===== src/rtl/seq_mult_shift_add_pkg.sv =====
// Shared state encoding and small helpers for the shift-and-add multiplier.
package seq_mult_shift_add_pkg;

  localparam int unsigned ST_W = 2;

  // 2-bit FSM encoding; 2'd3 is illegal and recovers to IDLE.
  localparam logic [ST_W-1:0] ST_IDLE = 2'd0;
  localparam logic [ST_W-1:0] ST_RUN  = 2'd1;
  localparam logic [ST_W-1:0] ST_DONE = 2'd2;

  // A new request may only be taken while no operation is in flight.
  function automatic logic can_accept(input logic [ST_W-1:0] st);
    return (st == ST_IDLE) || (st == ST_DONE);
  endfunction

endpackage


===== src/rtl/seq_mult_shift_add_adder.sv =====
// Ripple-style N-bit adder with carry in/out (existing ALU building block).
module full_adder_nbit #(
  parameter int unsigned N = 4
) (
  input  logic [N-1:0] a,
  input  logic [N-1:0] b,
  input  logic         cin,
  output logic [N-1:0] s,
  output logic         cout
);

  localparam int unsigned W = N + 1;

  // Widen by one bit so the carry out lands in the MSB.
  assign {cout, s} = {1'b0, a} + {1'b0, b} + W'(cin);

endmodule


===== src/rtl/seq_mult_shift_add.sv =====
// Multi-cycle unsigned N x N shift-and-add multiplier, one add per cycle.
module seq_mult_shift_add
  import seq_mult_shift_add_pkg::*;
#(
  parameter int unsigned N = 4
) (
  input  logic           clk,
  input  logic           rst_n,
  input  logic           start,
  input  logic [N-1:0]   A,
  input  logic [N-1:0]   B,
  output logic           busy,
  output logic           done,
  output logic [2*N-1:0] product
);

  localparam int unsigned PW = 2 * N;
  localparam int unsigned CW = $clog2(N);

  logic [ST_W-1:0] state;
  logic [ST_W-1:0] state_nxt;

  logic [N-1:0]  m;
  logic [N-1:0]  q;
  logic [N-1:0]  acc;
  logic [CW-1:0] cnt;

  logic          accept_c;
  logic          last_c;
  logic [N-1:0]  addend_c;
  logic [N-1:0]  sum_c;
  logic          cout_c;
  logic [N-1:0]  step_acc_c;
  logic [N-1:0]  step_q_c;
  logic [PW-1:0] step_prod_c;

  // Partial-product add: multiplicand enters only when the current multiplier bit is set.
  assign addend_c = q[0] ? m : '0;

  full_adder_nbit #(
    .N (N)
  ) u_add (
    .a    (acc),
    .b    (addend_c),
    .cin  (1'b0),
    .s    (sum_c),
    .cout (cout_c)
  );

  // {C,S,Q} >> 1: carry becomes ACC MSB, sum LSB shifts into the multiplier register.
  assign step_acc_c  = {cout_c, sum_c[N-1:1]};
  assign step_q_c    = {sum_c[0], q[N-1:1]};
  assign step_prod_c = {step_acc_c, step_q_c};

  // State register.
  always_ff @(posedge clk) begin
    if (!rst_n) begin
      state <= ST_IDLE;
    end else begin
      state <= state_nxt;
    end
  end

  // Next-state logic; start is only looked at from IDLE or DONE.
  always_comb begin
    state_nxt = ST_IDLE;
    accept_c  = 1'b0;
    last_c    = 1'b0;
    case (state)
      ST_IDLE, ST_DONE: begin
        if (start && can_accept(state)) begin
          accept_c  = 1'b1;
          state_nxt = ST_RUN;
        end else begin
          state_nxt = ST_IDLE;
        end
      end
      ST_RUN: begin
        last_c    = (cnt == CW'(N - 1));
        state_nxt = last_c ? ST_DONE : ST_RUN;
      end
      default: begin
        state_nxt = ST_IDLE;
      end
    endcase
  end

  // Datapath, counter and registered handshake outputs.
  always_ff @(posedge clk) begin
    if (!rst_n) begin
      m       <= '0;
      q       <= '0;
      acc     <= '0;
      cnt     <= '0;
      busy    <= 1'b0;
      done    <= 1'b0;
      product <= '0;
    end else begin
      busy <= (state_nxt == ST_RUN);
      done <= (state == ST_RUN) && last_c;
      if (accept_c) begin
        m   <= A;
        q   <= B;
        acc <= '0;
        cnt <= '0;
      end else if (state == ST_RUN) begin
        acc <= step_acc_c;
        q   <= step_q_c;
        if (last_c) begin
          // Counter parks at N-1; the next accept clears it.
          product <= step_prod_c;
        end else begin
          cnt <= cnt + CW'(1);
        end
      end
    end
  end

endmodule


===== config.mk =====
export PLATFORM = sky130hd
export DESIGN_NAME = seq_mult_shift_add
export DESIGN_NICKNAME = d
export VERILOG_FILES = /design/src/rtl/seq_mult_shift_add_pkg.sv /design/src/rtl/seq_mult_shift_add_adder.sv /design/src/rtl/seq_mult_shift_add.sv
export SDC_FILE = /design/constraint.sdc
export NUM_CORES = 1
export LEC_CHECK = 0
export ABC_AREA = 1
export ABC_CLOCK_PERIOD_IN_PS = 3940
export CAP_MARGIN = 5
export CORE_MARGIN = 4
export CORE_UTILIZATION = 51
export DETAILED_ROUTE_END_ITERATION = 6
export PLACE_DENSITY = 0.77
export SYNTH_ARGS = -nofsm -noshare
export SYNTH_HDL_FRONTEND = slang
export SYNTH_HIERARCHICAL = 1
export SYNTH_SLANG_ARGS = --single-unit

===== constraint.sdc =====
create_clock -name clk -period 3.94 [get_ports clk]
set_clock_uncertainty 0.15 [all_clocks]
set_input_delay 0.788 -clock clk [delete_from_list [all_inputs] [get_ports clk]]
set_output_delay 0.788 -clock clk [all_outputs]
set_load 0.01 [all_outputs]

* Word level (Yosys, flattened, before mapping)
Cells that the tools add are included.
** Word-level totals
- Register bits after elaboration :: 26
- Output and inout port bits :: 10
** Operators by class
- Mux-type cells :: 9
- Bitwise gates (word level) :: 3
- Reduce and logical (&&, ||, !) cells :: 9
- $add $sub $neg :: 2
- Equality and inequality tests :: 4
** Operators with widths (number)
- $mux 4 :: 3
- $add 4x4->5 :: 1
- $eq 2x1->1 const B :: 2
- $eq 2x2->1 const B :: 2
- $mux 1 :: 4
- $pmux 2 s2 :: 1
- $reduce_or 2->1 :: 2
- $not 1->1 :: 3
- $reduce_and 3->1 :: 1
- $add 2x1->2 const B :: 1
- $logic_and 1x1->1 :: 2
- $logic_not 2->1 :: 1
- $mux 2 :: 1
- $reduce_and 2->1 :: 1
- $reduce_bool 2->1 :: 1
- $logic_or 1x1->1 :: 1

* Logic depth before layout (Yosys ltp)
- Depth after elaboration :: 7
- Gate-level depth with buffers :: 9

* Modules after synthesis
The synthesis kept the hierarchy.
** By module, submodules not included
- seq_mult_shift_add :: seq. area each 520.5 sq um, times used 1, area each 1058.5 sq um, cells each 144
- full_adder_nbit :: seq. area each 0.0 sq um, times used 1, area each 165.2 sq um, cells each 25

* Worst setup path after synthesis
OpenSTA, ideal clock, no wires.
- Kind :: flip-flop to flip-flop
- Start point :: register q[0]
- End point :: register acc[0]
- Setup time :: 0.070 ns
- Slack :: 2.208 ns
- Stages on the path, launching flop included :: 9
- Data arrival time :: 1.512 ns
- Cell sequence :: dfxtp_1 > nand2_1 > inv_1 > fa_1 > inv_1 > fa_1 > inv_1 > nand2_1 > a21oi_1
** On the way
- Longest elaborated chain between the ends :: 2
** Ends and longest elaborated chain
- start, declared :: RTL line seq_mult_shift_add.sv:24 : logic [N-1:0] q;
- start signal, assigned :: RTL line seq_mult_shift_add.sv:108 : q <= step_q_c;
- $mux 4 :: RTL line seq_mult_shift_add.sv:38 : assign addend_c = q[0] ? m : '0;
- net addend_c[0] :: RTL line seq_mult_shift_add.sv:30 : logic [N-1:0] addend_c;
- $add 4x4->5 :: RTL line seq_mult_shift_add_adder.sv:15 : assign {cout, s} = {1'b0, a} + {1'b0, b} + W'(cin);
- net sum_c[1] :: RTL line seq_mult_shift_add.sv:31 : logic [N-1:0] sum_c;
- end signal, assigned :: RTL line seq_mult_shift_add.sv:107 : acc <= step_acc_c;
- end, declared :: RTL line seq_mult_shift_add.sv:25 : logic [N-1:0] acc;
The timed path passes the listed nets, and every way through them passes these cells.
A chain may end at the register's enable or synchronous reset.

* Worst setup path after layout
- Start point :: register product[0]
- End point :: output product[0]
** RTL lines
- start, declared :: RTL line seq_mult_shift_add.sv:14 : output logic [2*N-1:0] product
- start signal, assigned :: RTL line seq_mult_shift_add.sv:111 : product <= step_prod_c;
No word-level cell between the ends.

==> flow_summary_export.csv <==
group,metric,value,unit
synth,async_flop_share,0,%
synth,synth_compound_gate_area_share,8.59,%
drt,ant_nets,0,
finish,final_cell_area,0.00148,mm^2
sta,finalHoldViolCount,0,
global_route,grt_pass1_vias,996,
setup_path,critical-path-slowest-cell,"clkdlybuf4s50_1",
cts,cts_setup_buffers,0,
sta,drv_slew,0,
synth,synth_nets,186,
global_route,antenna_found_initial,0,
finish,fin_nets,207,
setup_path,max_stage_delay,0.54,ns
drt,drt_iter0_drc,19,
sta,max_freq,0.462,GHz
synth,synth_fa_ha_area_share,7.36,%
synth,synth.distinct_cells,19,
setup_path,critPathMaxFanout,2,
setup_path,required,3.00,ns
synth,synthFlopType,"dfxtp_1",
sta,fin_ws,1.78,ns
sta,rsz0062_at_grt,"no",
floorplanning,initial_core_util,54.3,%
floorplanning,dieArea,0.00325,mm^2
sta,setup-violations-final,0,
drt,wirelength,2420,um
flow_run,max_cap_violations,0,
floorplanning,io_pins,21,
sta,setup-tns-final,0,ns
floorplanning,design.core.area,0.00225,mm^2
cts,postCtsResizedCells,0,
drt,avgViaCountPerCell,4.93,
synth,synth-edff-count,0,
setup_path,crit_chain,"clkdlybuf4s50_1",
global_route,grt_max_degree,16,
synth,ys_ff_latch,26,
cts,cts_tree,"done",
finish,area_growth,20.9,%
drt,vias,1070,
power,total_power,0.526,mW
sta,period_share,54.9,%
floorplanning,die_height,57.0,um
drt,drcViolationCount,0,
sta,fin_hold_ws,0.326,ns
cts,clock_sinks,26,
setup_path,critPathBufInv,1,
synth,netlist_instances,169,
status,status,"complete, no violations",
finish,num-fill-cells,214,
finish,stdcell_count,217,
synth,netlist_top_cells_area,"dfxtp_1, nand2_1, inv_1",
place,pre_cts_ws,1.51,ns
setup_path,start_kind,"register",
setup_path,path_delay_family,"buffers and inverters",
drt,firstDrtPassIters,4,
sta,post-route-min-period,2.16,ns
power,powerDensity,356,mW/mm^2
synth,synth_xor_area_share,0.716,%
cts,htreeDepth,1,
synth,ys.warnings.count,6,
synth,netlist.area_leader.share,42.5,%
place,post_dp_cell_area,0.00143,mm^2
finish,utilization,65.6,%
setup_path,critPathKind,"register to output port",
floorplanning,dieWidth,57.0,um
hold_path,worstHoldPathType,"register to register",
synth,avgSynthCellArea,7.24,um^2
floorplanning,rows,17,
synth,ys_seq_area_share,42.5,%
global_route,grt_pass1_wl,4150,um
cts,clkLatencyLatePin,0.32,ns
power,peakVddDrop,0.212,mV
setup_path,end_kind,"output port",
cts,root_buffer,"clkbuf_4",
place,dp_hpwl,1900,um
place,io_buffers,20,
synth,synth_most_common_cell,"nand2_1",
cts,path_clk_slew,0.14,ns
cts,numCtsBuffers,3,
synth,muxShareOfSynthArea,0,%
synth,synthSimpleGateAreaFrac,29.2,%
finish,diodes,0,
place,gp_congestion,0.797,
drt,wl_per_cell,11.2,um
setup_path,crit_arrival,1.23,ns
cts,clockBufferDepth,2,
finish,drive_above_1_share,3.70,%
place,place_inst,213,
global_route,gr-usage-all-layers,15.9,%
power,p_leak,0.673,nW
synth,synth_top_family_by_area,"simple AND/OR/NAND/NOR gates",
global_route,grt_overflow_total,0,
cts,cts_hold_buf,0,
synth,netlist_area,0.00122,mm^2
synth,synth_largest_area_cell,"dfxtp_1",
synth,yosys-top-cells-count,"nand2_1, dfxtp_1, inv_1",
[cells in the final DEF (no fill, tap or decap)]
cell type / n
a21oi_1: 16
bufinv_16: 1
clkbuf_4: 3
clkdlybuf4s50_1: 20
clkinv_1: 1
conb_1: 1
dfxtp_1: 26
fa_1: 2
ha_1: 4
inv_1: 25
inv_2: 2
nand2_1: 41
nand3_1: 18
nand3b_1: 4
nor2_1: 14
nor2_4: 1
nor3_1: 4
o21ai_0: 4
o21ai_1: 1
xnor2_1: 1
[final cells by class]
cell class              instances  area (um^2)  area share (%)
well taps                      28         35.0            2.37
clock inverters                 1         30.0            2.03
multi-input cells             111          566            38.2
inverters                      28          105            7.11
flip-flops and latches         26          520            35.2
clock buffers                   3         22.5            1.52
repair buffers                 20          200            13.5
[routing by layer]
metal	vias to the layer above	GRT usage, %	share of wire (%)
met5	-	0	0
met4	0	4.97	0.50
met3	2	4.07	3.1
met2	16	27.2	51
met1	483	19.4	46
li1	569	-	-
[sequential cells by signal, indices dropped and copies added (netlist names)]
register  count
cnt           2
state         2
acc           4
q             4
m             4
product       8
busy          1
done          1
[worst reg2reg max path, delay by kind of cell, from the launching register on]
kind | cells | cell delay (ns)
fa+ha+maj | 2 | 0.63
flops | 1 | 0.42
xor+xnor | 1 | 0.21
simple gates | 2 | 0.18
compound gates | 1 | 0.15
buf+inv | 2 | 0.14
[power breakdown]
group          internal, mW  switching, mW  total [mW]
clock network         0.103         0.0807       0.184
registers             0.274        0.00742       0.281
logic                0.0265         0.0350      0.0615
[final timing paths]
| check | end | depth (start not counted) | slack (ns) | start |
|---|---|---|---|---|
| min reg2reg | product[1] | 2 | 0.33 | product[1] |
| min | product[1] | 2 | 0.33 | product[1] |
| max reg2reg | product[5] | 8 | 2.00 | q[0] |
| max | product[0] | 1 | 1.78 | product[0] |
[cells by family after synthesis]
family	count (synthesis)
buffers and inverters	32
adder cells (fa/ha/maj)	6
AO/OA/AOI/OAI	21
other	1
flip-flops	26
XOR/XNOR	1
AND/OR/NAND/NOR	82
Power figures use the tool's default switching activity.
